--- src/rtl/riscv_ctrl_pkg.sv ---
// Shared opcodes, state encoding, datapath select codes and the decoded control bundle
// for the multicycle RISC-V controller.
package riscv_ctrl_pkg;

    localparam logic [6:0] OP_R    = 7'b0110011;
    localparam logic [6:0] OP_I    = 7'b0010011;
    localparam logic [6:0] OP_LW   = 7'b0000011;
    localparam logic [6:0] OP_SW   = 7'b0100011;
    localparam logic [6:0] OP_BEQ  = 7'b1100011;
    localparam logic [6:0] OP_JAL  = 7'b1101111;
    localparam logic [6:0] OP_JALR = 7'b1100111;

    typedef enum logic [2:0] {
        S_FETCH  = 3'd0,
        S_DECODE = 3'd1,
        S_EXEC   = 3'd2,
        S_MEM    = 3'd3,
        S_WB     = 3'd4,
        S_TRAP   = 3'd5
    } state_e;

    typedef enum logic [1:0] {
        ALU_ADD = 2'b00,
        ALU_SUB = 2'b01,
        ALU_AND = 2'b10,
        ALU_OR  = 2'b11
    } alu_ctrl_e;

    typedef enum logic [1:0] {
        IMM_I = 2'b00,
        IMM_S = 2'b01,
        IMM_B = 2'b10,
        IMM_J = 2'b11
    } imm_src_e;

    typedef enum logic [1:0] {
        RES_ALU = 2'b00,
        RES_MEM = 2'b01,
        RES_IMM = 2'b10,
        RES_PC4 = 2'b11
    } result_src_e;

    typedef enum logic [1:0] {
        PC_PLUS4 = 2'b00,
        PC_IMM   = 2'b01,
        PC_ALU   = 2'b10,
        PC_ZERO  = 2'b11
    } pc_src_e;

    typedef struct packed {
        logic        legal;
        logic        reg_write;
        logic        mem_write;
        logic        mem_access;
        logic        branch;
        logic        alu_src;
        alu_ctrl_e   alu_ctrl;
        imm_src_e    imm_src;
        result_src_e result_src;
        pc_src_e     pc_src;
    } ctrl_t;

    localparam ctrl_t CTRL_NONE = '{
        legal:      1'b0,
        reg_write:  1'b0,
        mem_write:  1'b0,
        mem_access: 1'b0,
        branch:     1'b0,
        alu_src:    1'b0,
        alu_ctrl:   ALU_ADD,
        imm_src:    IMM_I,
        result_src: RES_ALU,
        pc_src:     PC_PLUS4
    };

endpackage

--- src/rtl/riscv_main_decoder.sv ---
// Combinational decode of opcode/funct3/funct7 into the control bundle.
// Illegal encodings yield CTRL_NONE so every select reads 00.
module riscv_main_decoder
    import riscv_ctrl_pkg::*;
(
    input  logic [6:0] opcode_i,
    input  logic [2:0] funct3_i,
    input  logic [6:0] funct7_i,
    output ctrl_t      ctrl_o
);

    always_comb begin
        ctrl_o = CTRL_NONE;
        case (opcode_i)
            OP_R: begin
                ctrl_o.reg_write = 1'b1;
                if (funct7_i == 7'h00 || funct7_i == 7'h20) begin
                    case (funct3_i)
                        3'b000: begin
                            ctrl_o.legal    = 1'b1;
                            ctrl_o.alu_ctrl = funct7_i[5] ? ALU_SUB : ALU_ADD;
                        end
                        3'b111: begin
                            ctrl_o.legal    = 1'b1;
                            ctrl_o.alu_ctrl = ALU_AND;
                        end
                        3'b110: begin
                            ctrl_o.legal    = 1'b1;
                            ctrl_o.alu_ctrl = ALU_OR;
                        end
                        default: ;
                    endcase
                end
            end
            OP_I: begin
                ctrl_o.reg_write = 1'b1;
                ctrl_o.alu_src   = 1'b1;
                case (funct3_i)
                    3'b000: begin
                        ctrl_o.legal    = 1'b1;
                        ctrl_o.alu_ctrl = ALU_ADD;
                    end
                    3'b111: begin
                        ctrl_o.legal    = 1'b1;
                        ctrl_o.alu_ctrl = ALU_AND;
                    end
                    3'b110: begin
                        ctrl_o.legal    = 1'b1;
                        ctrl_o.alu_ctrl = ALU_OR;
                    end
                    default: ;
                endcase
            end
            OP_LW: begin
                ctrl_o.legal      = (funct3_i == 3'b010);
                ctrl_o.reg_write  = 1'b1;
                ctrl_o.mem_access = 1'b1;
                ctrl_o.alu_src    = 1'b1;
                ctrl_o.result_src = RES_MEM;
            end
            OP_SW: begin
                ctrl_o.legal      = (funct3_i == 3'b010);
                ctrl_o.mem_write  = 1'b1;
                ctrl_o.mem_access = 1'b1;
                ctrl_o.alu_src    = 1'b1;
                ctrl_o.imm_src    = IMM_S;
            end
            OP_BEQ: begin
                ctrl_o.legal    = (funct3_i == 3'b000);
                ctrl_o.branch   = 1'b1;
                ctrl_o.imm_src  = IMM_B;
                ctrl_o.alu_ctrl = ALU_SUB;
            end
            OP_JAL: begin
                ctrl_o.legal      = 1'b1;
                ctrl_o.reg_write  = 1'b1;
                ctrl_o.imm_src    = IMM_J;
                ctrl_o.result_src = RES_PC4;
                ctrl_o.pc_src     = PC_IMM;
            end
            OP_JALR: begin
                ctrl_o.legal      = (funct3_i == 3'b000);
                ctrl_o.reg_write  = 1'b1;
                ctrl_o.alu_src    = 1'b1;
                ctrl_o.result_src = RES_PC4;
                ctrl_o.pc_src     = PC_ALU;
            end
            default: ;
        endcase
        // Partial fills above are discarded unless the encoding turned out legal.
        if (!ctrl_o.legal) begin
            ctrl_o = CTRL_NONE;
        end
    end

endmodule

--- src/rtl/riscv_multicycle_ctrl.sv ---
// Multicycle control sequencer: fetch handshake, IR, FSM, trap flag, retire counter
// and WB-only strobe gating around the main decoder.
module riscv_multicycle_ctrl
    import riscv_ctrl_pkg::*;
#(
    parameter int unsigned COUNT_W  = 32,
    parameter logic [31:0] IR_RESET = 32'h00000013
) (
    input  logic               clk,
    input  logic               rst,
    input  logic               instr_valid,
    input  logic [31:0]        instr_in,
    input  logic               zero,
    output logic               instr_ready,
    output logic [31:0]        intruccion,
    output logic               MemWrite,
    output logic               ALUSrc,
    output logic               RegWrite,
    output logic [1:0]         ALUControl,
    output logic [1:0]         ImmSrc,
    output logic [1:0]         ResultScr,
    output logic [1:0]         PCSrc,
    output logic               PCWrite,
    output logic               retire,
    output logic               trap,
    output logic [COUNT_W-1:0] retired_count
);

    state_e               state_q, state_d;
    logic [31:0]          ir_q, ir_d;
    logic                 trap_q, trap_d;
    logic [COUNT_W-1:0]   count_q, count_d;
    ctrl_t                ctrl;
    logic                 sel_active;
    logic                 commit;

    riscv_main_decoder u_dec (
        .opcode_i (ir_q[6:0]),
        .funct3_i (ir_q[14:12]),
        .funct7_i (ir_q[31:25]),
        .ctrl_o   (ctrl)
    );

    always_ff @(posedge clk) begin
        if (rst) begin
            state_q <= S_FETCH;
            ir_q    <= IR_RESET;
            trap_q  <= 1'b0;
            count_q <= '0;
        end else begin
            state_q <= state_d;
            ir_q    <= ir_d;
            trap_q  <= trap_d;
            count_q <= count_d;
        end
    end

    always_comb begin
        state_d = state_q;
        ir_d    = ir_q;
        trap_d  = trap_q;
        count_d = count_q;
        case (state_q)
            S_FETCH: begin
                if (instr_valid) begin
                    ir_d    = instr_in;
                    state_d = S_DECODE;
                end
            end
            S_DECODE: begin
                if (ctrl.legal) begin
                    state_d = S_EXEC;
                end else begin
                    state_d = S_TRAP;
                    trap_d  = 1'b1;
                end
            end
            S_EXEC:  state_d = ctrl.mem_access ? S_MEM : S_WB;
            S_MEM:   state_d = S_WB;
            S_WB: begin
                state_d = S_FETCH;
                count_d = count_q + COUNT_W'(1);
            end
            S_TRAP:  state_d = S_TRAP;
            default: state_d = S_FETCH;
        endcase
    end

    // Strobes are masked while rst is high so an aborted instruction never lands at the reset edge.
    always_comb begin
        sel_active = (state_q == S_DECODE) || (state_q == S_EXEC) ||
                     (state_q == S_MEM)    || (state_q == S_WB);
        commit     = (state_q == S_WB) && !rst;

        instr_ready = (state_q == S_FETCH) && !rst;
        intruccion  = ir_q;
        trap        = trap_q;

        ALUSrc     = 1'b0;
        ALUControl = 2'b00;
        ImmSrc     = 2'b00;
        ResultScr  = 2'b00;
        PCSrc      = 2'b00;
        if (sel_active) begin
            ALUSrc     = ctrl.alu_src;
            ALUControl = ctrl.alu_ctrl;
            ImmSrc     = ctrl.imm_src;
            ResultScr  = ctrl.result_src;
            if (ctrl.branch) begin
                PCSrc = zero ? PC_IMM : PC_PLUS4;
            end else begin
                PCSrc = ctrl.pc_src;
            end
        end

        RegWrite      = commit && ctrl.reg_write;
        MemWrite      = commit && ctrl.mem_write;
        PCWrite       = commit;
        retire        = commit;
        retired_count = count_q;
    end

endmodule

--- config.mk ---
export PLATFORM = sky130hd
export DESIGN_NAME = riscv_multicycle_ctrl
export DESIGN_NICKNAME = d
export VERILOG_FILES = /design/src/rtl/riscv_ctrl_pkg.sv /design/src/rtl/riscv_main_decoder.sv /design/src/rtl/riscv_multicycle_ctrl.sv
export SDC_FILE = /design/constraint.sdc
export NUM_CORES = 1
export LEC_CHECK = 0
export BUFFER_PORTS_ARGS = -buffer_cell sky130_fd_sc_hd__buf_2
export CAP_MARGIN = 15
export CORE_MARGIN = 3
export CORE_UTILIZATION = 50
export DETAILED_ROUTE_END_ITERATION = 10
export GPL_ROUTABILITY_DRIVEN = 0
export PLACE_DENSITY = 0.88
export RECOVER_POWER = 25
export SLEW_MARGIN = 20
export SYNTH_ARGS = -nofsm -noshare
export SYNTH_HDL_FRONTEND = slang
export SYNTH_HIERARCHICAL = 1
export SYNTH_SLANG_ARGS = --single-unit
export TNS_END_PERCENT = 50
--- constraint.sdc ---
create_clock -name clk -period 4.5 [get_ports clk]
set_input_delay 0.9 -clock clk [delete_from_list [all_inputs] [get_ports clk]]
set_output_delay 0.9 -clock clk [all_outputs]
set_load 0.03 [all_outputs]
# == Word level (Yosys, flattened, before mapping) ==
# Index checks and enable logic that the tools add are counted.
# classes
n_eq_ne,17
n_bitwise,1
muxes,28
n_reduce_logical,20
addsub,1
# ops
cell,count
$add A32 B1 Y32 const B,1
$eq A7 B6 Y1 const B,3
$eq A7 B7 Y1 const B,3
$pmux W2 S3,3
$pmux W3 S5,1
$mux W14,1
$eq A3 B3 Y1 const B,4
$mux W2,6
$pmux W2 S2,3
$mux W1,10
$eq A3 B2 Y1 const B,3
$mux W3,3
$eq A7 B2 Y1 const B,1
$eq A7 B5 Y1 const B,1
$logic_not A7 Y1,1
$logic_not A3 Y1,2
$reduce_or A2 Y1,3
$pmux W1 S5,1
$reduce_or A5 Y1,1
$logic_and A1 B1 Y1,4
$logic_or A1 B1 Y1,4
$reduce_and A2 Y1,2
$reduce_or A4 Y1,1
$eq A3 B1 Y1 const B,1
4 further kinds,4
# totals
inputBits,36
ff_bits,68
word_cells,71

# == Depth between registers and ports, before layout ==
# depth
ltp_word,8
depth_mapped,9
ltp_nobuf,8

# == Cells and area by module ==
# The synthesis kept the hierarchy.
# modules_own_cells
mod,cells_each,n_inst,area_per_inst_um2
riscv_multicycle_ctrl,365,1,2936.6
riscv_main_decoder,45,1,289.0

# == Least setup slack after synthesis ==
# OpenSTA, ideal clock, no wires.
# synth_path
path_kind,register -> output
startpoint,"register ir_q[26], in the netlist intruccion[26]"
endpoint,output port PCSrc[0]
path_buffers,1
t_required_ns,3.600
t_arrival_ns,2.293
path_slack_ns,1.307
path_stages_with_launch,9
path_cell_list,dfxtp_1 or4_1 o31ai_1 nand3_1 o21a_1 buf_6 nor2_1 mux2i_1 nor2b_1
# synth_lines
item,line,rtl
"start, declared",riscv_multicycle_ctrl.sv:30,"logic [31:0] ir_q, ir_d;"
"start signal, assigned",riscv_multicycle_ctrl.sv:52,ir_q <= ir_d;
"end, declared",riscv_multicycle_ctrl.sv:22,"output logic [1:0] PCSrc,"

==> impl_metrics.toml <==
[status]
status = "finished, final reports clean"

[placed_design]
port-buffer-count = 114
place_hpwl_mm = 6.099
placed_area_um2 = 3766

[grt]
grt_pass1_wl_mm = 14.01
grt_max_degree = 69
grt_antenna_before_repair = 0
first_global_vias = 3136
track_usage_pct = 23.54
grt_overflow = 0

[sta]
slew_headroom_pct = 29.79
final-setup-viol-count = 0
min_period_ns = 3.703
period_share_pct = 82.28
worstMarginPinSlew_ns = 1.053
grt_setup_unrepaired = "no"
maxSlewViolCount = 0
max_freq_mhz = 270.1
skew_ns = 0.008354
final_hold_viol_count = 0
fin_setup_tns_ns = 0

[clocking]
htreeDepth = 3
path_clk_slew_ns = 0.07
cts_hold_buf = 0
cts_buffer_depth = 2
post_cts_resize_count = 0
cts_buffers = 9
root_buffer = "clkbuf_8"
post_cts_buffers = 0
clock_latency_ns = 0.35
cts_tree = "yes"
cts_sinks = 68

[worst_hold_path]
worstHoldPathType = "flop to flop"
hold_depth = 2
min-delay-start = "intruccion[11]"

[synth]
synth_enable_flop_cells = 0
async_flop_share_pct = 0
yosys_warnings = 6
netlist_instances = 410
yosys.area.top_type = "dfxtp_1"
synth_nets = 447
syn_avg_cell_area_um2 = 7.867
ys_types = 45
synth_top_area_share_pct = 42.20
syn_area_um2 = 3226
synth_ff_type = "dfxtp_1"
ys_ff_latch = 68
yosysSeqAreaShare_pct = 42.20
synth.area.top_cells = "dfxtp_1, nand2_1, a21oi_1"

[floorplanning]
die_w_um = 86.32
initial_core_util_pct = 52.91
dieArea_um2 = 7451
io-pin-count = 115
core_um2 = 6096
fp-row-count = 28
die_h_um = 86.32

[power_and_ir_drop]
vdd_drop_max_mv = 0.3040
power_leakage_nw = 1.584
p_per_area_nw_per_um2 = 389.7
finalPower_mw = 1.541

[layout]
drive_above_1_share_pct = 22.22
design_area_um2 = 3955
layout_commonest_cell = "buf_2"
final_cell_mix = "buf_2, nand2_1, dfxtp_1"
num-fill-cells = 542
num_antenna_cells = 0
final_nets = 545
syn2layout_area_growth_pct = 22.61

[worst_setup_path]
worst_setup_path_start_kind = "flop"
path_class = "flop to output port"
cp-end-kind = "output port"
timing.rr.start = "intruccion[26]"
crit_start = "intruccion[26]"
r2r_cells = 8
crit_required_ns = 3.60
r2r_slack_ns = 2.06
worstPathArrival_ns = 2.80
cp_max_fo = 11

[routing]
num_vias = 3334
ant_nets = 0
drtIter0Drc = 184
post_drt_via_cell_ratio = 5.670
dr.pass1.iters = 5
wl_per_cell_um = 14.81
wirelength_mm = 8.711
drc = 0

[run]
drv_cap = 0
-- worst paths after layout --
check                         to
hold / removal    intruccion[11]
setup reg to reg            trap
setup / recovery        PCSrc[0]
hold reg to reg   intruccion[11]
-- cell type report --
class | instances | area, um^2 | area share, %
clock buffers | 10 | 137.6 | 3.480
clock inverters | 6 | 87.58 | 2.214
inverters | 11 | 41.29 | 1.044
flip-flops and latches | 68 | 1361 | 34.42
well taps | 75 | 93.84 | 2.373
multi-input cells | 303 | 1692 | 42.77
repair buffers | 115 | 541.8 | 13.70
-- sequential cells by signal, summed over array words and instances, names as in the netlist --
register	flops
intruccion	32
retired_count	32
trap	1
state_q	3
-- cell families (layout without fill, tap and decap cells) --
kind of cell / after synthesis / count (layout) / share of synthesized area (%)
compound gates: 95 / 95 / 17.30
xor+xnor: 9 / 9 / 2.444
fa+ha+maj: 1 / 1 / 0.3878
buf+inv: 39 / 142 / 5.353
flops: 68 / 68 / 42.20
mux: 2 / 2 / 0.6594
simple gates: 196 / 196 / 31.65
-- critical path: stages (launching register included) --
cell,delay (ns)
dfxtp_1,0.33
or4_1,0.51
o31ai_1,0.29
nand3_1,0.21
o21a_1,0.42
nor2_1,0.25
mux2i_1,0.22
nor2b_1,0.06
buf_2,0.17
-- cells in the mapped netlist (2+ instances only) --
| library cell | instances |
|---|---|
| xor2_1 | 5 |
| clkbuf_1 | 21 |
| and3_1 | 5 |
| inv_1 | 11 |
| or4_1 | 19 |
| nor4bb_1 | 2 |
| buf_6 | 3 |
| o31ai_1 | 15 |
| a21oi_1 | 58 |
| nor2b_1 | 4 |
| and2_1 | 11 |
| buf_1 | 3 |
| a21oi_2 | 3 |
| dfxtp_1 | 68 |
| nor4_1 | 2 |
| nand3b_1 | 3 |
| nor2_1 | 21 |
| nor3_1 | 7 |
| nand3_1 | 12 |
| or3_1 | 9 |
| nand2_1 | 84 |
| nand2b_1 | 2 |
| nand4_1 | 7 |
| o21ai_0 | 10 |
| o21ai_2 | 2 |
| xnor2_1 | 4 |
-- power by group --
group	internal, mW	total (mW)	leakage, nW	switching [mW]
clock network	0.327	0.566	0.116	0.239
logic	0.0858	0.298	0.914	0.212
registers	0.638	0.677	0.553	0.0389
-- stage by stage --
step,hold WS [ns],instances,setup WS (ns),util (%)
2_1_floorplan,0.5842,410,1.307,-
3_3_place_gp,0.4386,572,1.371,61.78
3_5_place_dp,0.4440,572,1.295,61.78
4_1_cts,0.4537,588,0.7950,65.48
5_1_grt,0.4708,588,0.6595,64.88
6_report,0.4530,588,0.7972,64.88
-- layer usage --
metal / track usage (%) / part of all wire (%) / vias up
li1: - / - / 1633
met5: 0 / 0 / -
met2: 40.68 / 50 / 140
met1: 27.05 / 40 / 1542
met3: 7.129 / 8.6 / 19
met4: 9.490 / 2.2 / 0
No activity file was read; power rests on OpenSTA's default activity.
